`src/rtl/id_ex_operand_stage_if.sv`:
```
// ID/EX operand-stage bus: ID-side fields and WB write port in, EX-side register image out.
// The ID/decode side uses the master modport; the operand stage uses the slave modport.
interface id_ex_operand_stage_if #(
    parameter int N      = 32,
    parameter int CTRL_W = 8,
    parameter int CNT_W  = 16
);
    logic [N-1:0]      ReadData1_i;
    logic [N-1:0]      ReadData2_i;
    logic [4:0]        rs_i;
    logic [4:0]        rt_i;
    logic [4:0]        rd_i;
    logic              uses_rt_i;
    logic [N-1:0]      imm_i;
    logic              RegWrite_i;
    logic              MemRead_i;
    logic [CTRL_W-1:0] ctrl_i;
    logic              flush_i;
    logic              wb_RegWrite_i;
    logic [4:0]        wb_WriteRegister_i;
    logic [N-1:0]      wb_WriteData_i;

    logic              stall_o;
    logic              ex_valid_o;
    logic [N-1:0]      ex_ReadData1_o;
    logic [N-1:0]      ex_ReadData2_o;
    logic [4:0]        ex_rs_o;
    logic [4:0]        ex_rt_o;
    logic [4:0]        ex_rd_o;
    logic [N-1:0]      ex_imm_o;
    logic              ex_RegWrite_o;
    logic              ex_MemRead_o;
    logic [CTRL_W-1:0] ex_ctrl_o;
    logic [CNT_W-1:0]  stall_count_o;

    modport master (
        output ReadData1_i, ReadData2_i, rs_i, rt_i, rd_i, uses_rt_i, imm_i,
               RegWrite_i, MemRead_i, ctrl_i, flush_i,
               wb_RegWrite_i, wb_WriteRegister_i, wb_WriteData_i,
        input  stall_o, ex_valid_o, ex_ReadData1_o, ex_ReadData2_o, ex_rs_o, ex_rt_o,
               ex_rd_o, ex_imm_o, ex_RegWrite_o, ex_MemRead_o, ex_ctrl_o, stall_count_o
    );

    modport slave (
        input  ReadData1_i, ReadData2_i, rs_i, rt_i, rd_i, uses_rt_i, imm_i,
               RegWrite_i, MemRead_i, ctrl_i, flush_i,
               wb_RegWrite_i, wb_WriteRegister_i, wb_WriteData_i,
        output stall_o, ex_valid_o, ex_ReadData1_o, ex_ReadData2_o, ex_rs_o, ex_rt_o,
               ex_rd_o, ex_imm_o, ex_RegWrite_o, ex_MemRead_o, ex_ctrl_o, stall_count_o
    );
endinterface

```
`src/rtl/id_ex_operand_stage.sv`:
```
// ID/EX operand register with load-use stall, branch flush and saturating stall counter.
// Optional macro ID_EX_WB_BYPASS_EN forwards the WB write port into the captured operands.
module id_ex_operand_stage #(
    parameter int N      = 32,
    parameter int CTRL_W = 8,
    parameter int CNT_W  = 16
) (
    input  logic                    clk,
    input  logic                    reset,
    id_ex_operand_stage_if.slave    bus
);
    localparam logic [CNT_W-1:0] CNT_MAX = '1;
    localparam logic [CNT_W-1:0] CNT_ONE = {{(CNT_W-1){1'b0}}, 1'b1};

    logic              r_valid;
    logic              r_RegWrite;
    logic              r_MemRead;
    logic [N-1:0]      r_ReadData1;
    logic [N-1:0]      r_ReadData2;
    logic [4:0]        r_rs;
    logic [4:0]        r_rt;
    logic [4:0]        r_rd;
    logic [N-1:0]      r_imm;
    logic [CTRL_W-1:0] r_ctrl;
    logic [CNT_W-1:0]  r_stall_count;

    logic              w_hazard;
    logic              w_stall;
    logic [N-1:0]      w_op_a;
    logic [N-1:0]      w_op_b;

    // A load in EX whose destination is read by ID; $zero never counts as a dependency.
    assign w_hazard = r_valid & r_MemRead & (r_rt != 5'd0) &
                      ((r_rt == bus.rs_i) | (bus.uses_rt_i & (r_rt == bus.rt_i)));
    assign w_stall  = w_hazard & ~bus.flush_i & ~reset;

`ifdef ID_EX_WB_BYPASS_EN
    logic w_wb_live;
    assign w_wb_live = bus.wb_RegWrite_i & (bus.wb_WriteRegister_i != 5'd0);
    assign w_op_a = (w_wb_live && bus.wb_WriteRegister_i == bus.rs_i) ? bus.wb_WriteData_i
                                                                      : bus.ReadData1_i;
    assign w_op_b = (w_wb_live && bus.wb_WriteRegister_i == bus.rt_i) ? bus.wb_WriteData_i
                                                                      : bus.ReadData2_i;
`else
    logic w_unused_wb;
    assign w_unused_wb = ^{bus.wb_RegWrite_i, bus.wb_WriteRegister_i, bus.wb_WriteData_i};
    assign w_op_a = bus.ReadData1_i;
    assign w_op_b = bus.ReadData2_i;
`endif

    // Bubbles clear only the qualifying control; data fields keep their last values.
    always_ff @(posedge clk or posedge reset) begin
        if (reset) begin
            r_valid       <= 1'b0;
            r_RegWrite    <= 1'b0;
            r_MemRead     <= 1'b0;
            r_ctrl        <= '0;
            r_ReadData1   <= '0;
            r_ReadData2   <= '0;
            r_rs          <= '0;
            r_rt          <= '0;
            r_rd          <= '0;
            r_imm         <= '0;
            r_stall_count <= '0;
        end else if (bus.flush_i || w_hazard) begin
            r_valid    <= 1'b0;
            r_RegWrite <= 1'b0;
            r_MemRead  <= 1'b0;
            r_ctrl     <= '0;
            if (!bus.flush_i && r_stall_count != CNT_MAX) begin
                r_stall_count <= r_stall_count + CNT_ONE;
            end
        end else begin
            r_valid     <= 1'b1;
            r_RegWrite  <= bus.RegWrite_i;
            r_MemRead   <= bus.MemRead_i;
            r_ctrl      <= bus.ctrl_i;
            r_ReadData1 <= w_op_a;
            r_ReadData2 <= w_op_b;
            r_rs        <= bus.rs_i;
            r_rt        <= bus.rt_i;
            r_rd        <= bus.rd_i;
            r_imm       <= bus.imm_i;
        end
    end

    assign bus.stall_o        = w_stall;
    assign bus.ex_valid_o     = r_valid;
    assign bus.ex_ReadData1_o = r_ReadData1;
    assign bus.ex_ReadData2_o = r_ReadData2;
    assign bus.ex_rs_o        = r_rs;
    assign bus.ex_rt_o        = r_rt;
    assign bus.ex_rd_o        = r_rd;
    assign bus.ex_imm_o       = r_imm;
    assign bus.ex_RegWrite_o  = r_RegWrite;
    assign bus.ex_MemRead_o   = r_MemRead;
    assign bus.ex_ctrl_o      = r_ctrl;
    assign bus.stall_count_o  = r_stall_count;
endmodule

```
`src/flat_wrapper.sv`:
```
// flat-port wrapper written by rule: the top's interface ports become plain ports
module id_ex_operand_stage_flat 
#(
    parameter int N      = 32,
    parameter int CTRL_W = 8,
    parameter int CNT_W  = 16
)
  (clk, reset, bus_ReadData1_i, bus_ReadData2_i, bus_rs_i, bus_rt_i, bus_rd_i, bus_uses_rt_i, bus_imm_i, bus_RegWrite_i, bus_MemRead_i, bus_ctrl_i, bus_flush_i, bus_wb_RegWrite_i, bus_wb_WriteRegister_i, bus_wb_WriteData_i, bus_stall_o, bus_ex_valid_o, bus_ex_ReadData1_o, bus_ex_ReadData2_o, bus_ex_rs_o, bus_ex_rt_o, bus_ex_rd_o, bus_ex_imm_o, bus_ex_RegWrite_o, bus_ex_MemRead_o, bus_ex_ctrl_o, bus_stall_count_o);
  id_ex_operand_stage_if #(.N(N), .CTRL_W(CTRL_W), .CNT_W(CNT_W)) bus_i ();
  input  logic clk;
  input  logic reset;
  input wire logic [$bits(bus_i.ReadData1_i)-1:0] bus_ReadData1_i;
  input wire logic [$bits(bus_i.ReadData2_i)-1:0] bus_ReadData2_i;
  input wire logic [$bits(bus_i.rs_i)-1:0] bus_rs_i;
  input wire logic [$bits(bus_i.rt_i)-1:0] bus_rt_i;
  input wire logic [$bits(bus_i.rd_i)-1:0] bus_rd_i;
  input wire logic [$bits(bus_i.uses_rt_i)-1:0] bus_uses_rt_i;
  input wire logic [$bits(bus_i.imm_i)-1:0] bus_imm_i;
  input wire logic [$bits(bus_i.RegWrite_i)-1:0] bus_RegWrite_i;
  input wire logic [$bits(bus_i.MemRead_i)-1:0] bus_MemRead_i;
  input wire logic [$bits(bus_i.ctrl_i)-1:0] bus_ctrl_i;
  input wire logic [$bits(bus_i.flush_i)-1:0] bus_flush_i;
  input wire logic [$bits(bus_i.wb_RegWrite_i)-1:0] bus_wb_RegWrite_i;
  input wire logic [$bits(bus_i.wb_WriteRegister_i)-1:0] bus_wb_WriteRegister_i;
  input wire logic [$bits(bus_i.wb_WriteData_i)-1:0] bus_wb_WriteData_i;
  output wire logic [$bits(bus_i.stall_o)-1:0] bus_stall_o;
  output wire logic [$bits(bus_i.ex_valid_o)-1:0] bus_ex_valid_o;
  output wire logic [$bits(bus_i.ex_ReadData1_o)-1:0] bus_ex_ReadData1_o;
  output wire logic [$bits(bus_i.ex_ReadData2_o)-1:0] bus_ex_ReadData2_o;
  output wire logic [$bits(bus_i.ex_rs_o)-1:0] bus_ex_rs_o;
  output wire logic [$bits(bus_i.ex_rt_o)-1:0] bus_ex_rt_o;
  output wire logic [$bits(bus_i.ex_rd_o)-1:0] bus_ex_rd_o;
  output wire logic [$bits(bus_i.ex_imm_o)-1:0] bus_ex_imm_o;
  output wire logic [$bits(bus_i.ex_RegWrite_o)-1:0] bus_ex_RegWrite_o;
  output wire logic [$bits(bus_i.ex_MemRead_o)-1:0] bus_ex_MemRead_o;
  output wire logic [$bits(bus_i.ex_ctrl_o)-1:0] bus_ex_ctrl_o;
  output wire logic [$bits(bus_i.stall_count_o)-1:0] bus_stall_count_o;
  assign bus_i.ReadData1_i = bus_ReadData1_i;
  assign bus_i.ReadData2_i = bus_ReadData2_i;
  assign bus_i.rs_i = bus_rs_i;
  assign bus_i.rt_i = bus_rt_i;
  assign bus_i.rd_i = bus_rd_i;
  assign bus_i.uses_rt_i = bus_uses_rt_i;
  assign bus_i.imm_i = bus_imm_i;
  assign bus_i.RegWrite_i = bus_RegWrite_i;
  assign bus_i.MemRead_i = bus_MemRead_i;
  assign bus_i.ctrl_i = bus_ctrl_i;
  assign bus_i.flush_i = bus_flush_i;
  assign bus_i.wb_RegWrite_i = bus_wb_RegWrite_i;
  assign bus_i.wb_WriteRegister_i = bus_wb_WriteRegister_i;
  assign bus_i.wb_WriteData_i = bus_wb_WriteData_i;
  assign bus_stall_o = bus_i.stall_o;
  assign bus_ex_valid_o = bus_i.ex_valid_o;
  assign bus_ex_ReadData1_o = bus_i.ex_ReadData1_o;
  assign bus_ex_ReadData2_o = bus_i.ex_ReadData2_o;
  assign bus_ex_rs_o = bus_i.ex_rs_o;
  assign bus_ex_rt_o = bus_i.ex_rt_o;
  assign bus_ex_rd_o = bus_i.ex_rd_o;
  assign bus_ex_imm_o = bus_i.ex_imm_o;
  assign bus_ex_RegWrite_o = bus_i.ex_RegWrite_o;
  assign bus_ex_MemRead_o = bus_i.ex_MemRead_o;
  assign bus_ex_ctrl_o = bus_i.ex_ctrl_o;
  assign bus_stall_count_o = bus_i.stall_count_o;
  id_ex_operand_stage #(.N(N), .CTRL_W(CTRL_W), .CNT_W(CNT_W)) u_core (.clk(clk), .reset(reset), .bus(bus_i));
endmodule
```
`config.mk`:
```
export PLATFORM = sky130hd
export DESIGN_NAME = id_ex_operand_stage_flat
export DESIGN_NICKNAME = d
export VERILOG_FILES = /design/src/rtl/id_ex_operand_stage_if.sv /design/src/rtl/id_ex_operand_stage.sv /design/src/flat_wrapper.sv
export SDC_FILE = /design/constraint.sdc
export NUM_CORES = 1
export LEC_CHECK = 0
export ABC_AREA = 1
export BUFFER_PORTS_ARGS = -buffer_cell sky130_fd_sc_hd__buf_2
export CAP_MARGIN = 40
export CORE_MARGIN = 2
export CORE_UTILIZATION = 41
export DETAILED_ROUTE_END_ITERATION = 10
export PLACE_DENSITY = 0.77
export SLEW_MARGIN = 20
export SYNTH_ARGS = -nofsm -noshare
export SYNTH_HDL_FRONTEND = slang
export SYNTH_SLANG_ARGS = --single-unit
```
`constraint.sdc`:
```
create_clock -name clk -period 4.2 [get_ports clk]
set_input_delay 0.63 -clock clk [delete_from_list [all_inputs] [get_ports clk]]
set_output_delay 0.63 -clock clk [all_outputs]
set_load 0.02 [all_outputs]
```
# ---- Yosys cells after proc, flatten, opt, wreduce, memory -nomap -nowiden
# Index checks and enable logic that the tools add are counted.
dict set report totals {
  output_inout_bits 139
  reg_bits 138
  wordCells 33
  inputBits 163
}
dict set report classes {
  n_eq_ne 3
  add_sub_neg 1
  n_reduce_logical 5
  muxes 4
  bitwise 9
}
# cell n
set op_table {}
lappend op_table {{16-bit by 1-bit adder with 16-bit output, second input constant} 1}
lappend op_table {{16-bit != test, second input constant} 1}
lappend op_table {{5-bit == test} 2}
lappend op_table {{8-bit two-way mux} 1}
lappend op_table {{1-bit bitwise AND} 6}
lappend op_table {{5-bit nonzero test} 1}
lappend op_table {{1-bit two-way mux} 3}
lappend op_table {{1-bit inverter} 2}
lappend op_table {{2-bit AND reduction} 1}
lappend op_table {{1-bit logical AND} 1}
lappend op_table {{1-bit zero test} 1}
lappend op_table {{1-bit logical OR} 1}
lappend op_table {{1-bit OR} 1}

# ---- Depth between registers and ports, before layout
dict set report depth {
  word_depth 6
  mapped_depth 13
  depth_no_buf 11
}

# ---- Worst setup path after synthesis
# No wires, ideal clock.
dict set report synth_timing {
  path_type {input-to-output}
  from {input bus_rt_i[0]}
  to {output bus_stall_o}
  cell_stages 8
  slack_ps 2057
  arrival_time_ps 1513
  required_time_ps 3570
  cell_sequence {inv_1 nand2_1 nand2_1 nor2_1 nand3_1 nand2_1 nand2_1 nor3_1}
}
dict set report synth_via {
  elab_chain_cells 6
}
# element line_no
set synth_lines {}
lappend synth_lines {{from (decl)} flat_wrapper.sv:15} ;# input wire logic [$bits(bus_i.rt_i)-1:0] bus_rt_i;
lappend synth_lines {{5-bit == test} id_ex_operand_stage.sv:34} ;# ((r_rt == bus.rs_i) | (bus.uses_rt_i & (r_rt == bus.rt_i)));
lappend synth_lines {{1-bit bitwise AND} id_ex_operand_stage.sv:34}
lappend synth_lines {{1-bit OR} id_ex_operand_stage.sv:34}
lappend synth_lines {{1-bit bitwise AND} id_ex_operand_stage.sv:33} ;# assign w_hazard = r_valid & r_MemRead & (r_rt != 5'd0) &
lappend synth_lines {{1-bit bitwise AND (2 in series)} id_ex_operand_stage.sv:35} ;# assign w_stall = w_hazard & ~bus.flush_i & ~reset;
lappend synth_lines {{to (decl)} flat_wrapper.sv:26} ;# output wire logic [$bits(bus_i.stall_o)-1:0] bus_stall_o;
# No other way between the ends.

# ---- Worst setup path after layout
dict set report layout_timing {
  from {register u_core.r_rt[2] (netlist: u_core.bus.ex_rt_o[2])}
  to {register u_core.r_ReadData1[28] (netlist: u_core.bus.ex_ReadData1_o[28])}
}
dict set report layout_via {
  elab_chain_cells 5
  elab_cells_between_ends 8
}
# element line_no
set layout_lines {}
lappend layout_lines {{from (decl)} id_ex_operand_stage.sv:21} ;# logic [4:0] r_rt;
lappend layout_lines {{from (signal assigned)} id_ex_operand_stage.sv:81} ;# r_rt <= bus.rt_i;
lappend layout_lines {{5-bit == test} id_ex_operand_stage.sv:34}
lappend layout_lines {{1-bit bitwise AND} id_ex_operand_stage.sv:34}
lappend layout_lines {{1-bit OR} id_ex_operand_stage.sv:34}
lappend layout_lines {{1-bit bitwise AND (*)} id_ex_operand_stage.sv:33}
lappend layout_lines {{1-bit logical OR (*)} id_ex_operand_stage.sv:65} ;# end else if (bus.flush_i || w_hazard) begin
lappend layout_lines {{to (signal assigned)} id_ex_operand_stage.sv:78} ;# r_ReadData1 <= w_op_a;
lappend layout_lines {{to (decl)} id_ex_operand_stage.sv:18} ;# logic [N-1:0] r_ReadData1;
# Every way passes the cells marked *; elsewhere a longest branch is shown, timed or not.
# A chain may end at the register's enable or synchronous reset.

==> results.cfg <==
[timing]
slew_viol_final = 0
period_needed_ns = 2.50
tightest_slew_ns = 0.766
setup_viol = 0
tns_ns = 0
hold_viol_final = 0
clock_skew_ns = 0.00430
setup_ws_ns = 1.70
rsz0062_at_grt = no
timing.final.crit_share_pct = 59.4
timing.slew.headroom_pct = 48.9
fmax_mhz = 401

[setup_path]
crit_path_start_kind = flop
end_kind = flop
r2r-start = u_core.bus.ex_rt_o[2]
crit_arrival_ns = 2.82
r2r_slack_ns = 1.70
rr_worst_depth = 12
rr_endpoint = u_core.bus.ex_ReadData1_o[28]
crit_type = flop to flop
worstPathRequired_ns = 4.53
path_max_fanout = 75

[floorplan]
start_util_pct = 41.9
coreArea_um2 = 13800
die-area_um2 = 15100
die_y_um = 123
num_rows = 43
num_io_pins = 302
dieWidth_um = 123

[power_and_ir_drop]
p_int_mw = 2.71
seqPwrFrac_pct = 40.0
power.density_nw_per_um2 = 520
switching_share_pct = 32.5
p_switching_mw = 1.31
combPwrFrac_pct = 24.7
leakage_nw = 4.55
ir_drop_uv = 233
clock_power_share_pct = 35.3

[routing]
ant_nets = 0
drt_first_pass_iters = 4
finalWirelength_um = 14700
via_count = 5091
viasPerCell = 4.49
drt_iter0_drc = 270
remaining_drc_errors = 0
wl_per_cell_um = 13.0

[yosys]
synth_nets = 844
synth_seq_area_share_pct = 59.6
synthTopCellsByCount = nand2_1, dfrtp_1, inv_1, nor2_1, nand3_1
async_flop_share_pct = 100
yosysWarnings = 0
netlist_area_um2 = 5800
ys_top_cells_by_area = dfrtp_1, nand2_1, buf_6
synthFlopType = dfrtp_1
netlist_instances = 680
synth_top_area_share_pct = 59.6
yosys_register_bits = 138
yosysUniqueCellTypes = 16
yosysMostFrequentCell = nand2_1
syn_area_per_cell_um2 = 8.52
synth_edf_count = 0
yosysTopAreaCell = dfrtp_1

[global_routing]
overflow = 0
grt_max_degree = 76
grt_pass1_vias = 4613
groute.usage.overall_pct = 19.3
antenna_found_initial = 0
grt_pass1_wl_um = 22700

[layout]
seq_area_um2 = 3450
final_layout_size_suffix_gt1_share_pct = 32.4
fin_nets = 1105
antenna_cells = 0
nFillCells = 1259
final_core_util_pct = 55.9
instances_no_fill = 1134
areaGrowthSynthToFinish_pct = 33.5
multiInputGateArea_um2 = 1950

[clock_network]
cts_root_buf = clkbuf_16
htreeDepth = 4
tritoncts = built
holdBufCountCts = 0
numCtsBuffers = 17
cts_setup_buffers = 0
clock-sinks = 138
insertion_delay_ns = 0.40
clock_path_buffers = 2
cts_resized = 0
clk_pin_slew_worst_paths_ns = 0.06

[placement]
hpwl_um = 10500
port_buffers = 263
dp_cells = 1102
gp_congestion = 0.820
dp_slack_ns = 1.47

[status]
status = complete, no violations

[worst_hold_path]
min_path_type = input pin to asynchronous set/reset pin

[job]
cap_violations = 0
==> routing by layer <==
metal  vias to the layer above  GRT usage [%]  wire length (µm)
met1                      2303           24.0              6140
met5                         -              0                 0
met4                         0           9.41               378
met2                       177           31.9              7330
met3                        29           4.29               861
li1                       2582              -                 -
==> cell families (layout without fill, tap and decap cells) <==
kind of cell	Yosys count	in the layout	synth area share, %
fa+ha+maj	1	1	0.216
xor+xnor	14	14	2.12
simple gates	455	455	30.4
flops	138	138	59.6
compound gates	9	9	0.777
buf+inv	63	337	6.93
==> through the flow <==
step                      power [mW]  instance area, µm²  hold slack (ns)
after floorplan                 2.30                5800            0.584
after global placement          2.60                7130            0.456
after detailed placement        2.63                7160            0.460
after CTS                       4.07                7740            0.181
after global routing            4.25                7740            0.192
final                           4.02                7740            0.189
==> worst max path at each step <==
stage | from | end | slack [ns]
2_1_floorplan | reset | u_core.bus.ex_MemRead_o | 1.85
3_3_place_gp | bus_rs_i[3] | u_core.bus.ex_rs_o[3] | 1.51
3_5_place_dp | bus_rs_i[3] | u_core.bus.ex_ReadData1_o[12] | 1.47
4_1_cts | u_core.bus.ex_rt_o[2] | u_core.bus.ex_ReadData1_o[28] | 1.73
5_1_grt | u_core.bus.ex_rt_o[2] | u_core.bus.ex_ReadData2_o[12] | 1.49
6_report | u_core.bus.ex_rt_o[2] | u_core.bus.ex_ReadData1_o[28] | 1.70
==> cell usage in the layout (no fill, tap or decap), types with 5 or more instances in the layout <==
cell	n
nand3_1	25
buf_4	5
dfrtp_1	138
nor2_1	28
xor2_1	7
nand2_1	391
inv_1	28
xnor2_1	7
clkbuf_16	17
inv_2	5
buf_2	263
o21ai_0	9
nand4_1	5
nor3_1	5
==> state kept, by name (all words and copies together), names as in the netlist <==
register,cells
u_core.bus.ex_ReadData1_o,32
u_core.bus.stall_count_o,16
u_core.bus.ex_ctrl_o,8
u_core.bus.ex_rd_o,5
u_core.bus.ex_imm_o,32
u_core.bus.ex_MemRead_o,1
u_core.bus.ex_rs_o,5
u_core.bus.ex_ReadData2_o,32
u_core.bus.ex_RegWrite_o,1
u_core.bus.ex_rt_o,5
u_core.bus.ex_valid_o,1
==> cell type report <==
class	instances	share of cell area [%]
clock buffer	22	6.26
clock inverter	10	1.18
inverter	34	1.70
multi-input combinational	479	25.1
sequential	138	44.6
tap	180	2.91
timing repair buffer	271	18.2
==> critical path, stage by stage (launching register included) <==
cell	delay, ns
dfrtp_1	0.42
inv_1	0.13
nand2_1	0.06
nand2_1	0.07
nor2_1	0.04
nand3_1	0.08
nand2_1	0.09
nand2_1	0.13
nand2_4	0.42
inv_2	0.17
buf_4	0.49
nand2_1	0.10
nand2_1	0.13
==> power by group through the flow <==
stage	clock [mW]	sequential, mW	combinational, mW
after CTS	1.45	1.61	1.00
after detailed placement	0	1.63	1.00
after floorplan	0	1.81	0.493
after global placement	0	1.62	0.978
after global routing	1.51	1.63	1.10
final	1.42	1.61	0.993
No activity file was read; power rests on OpenSTA's default activity.
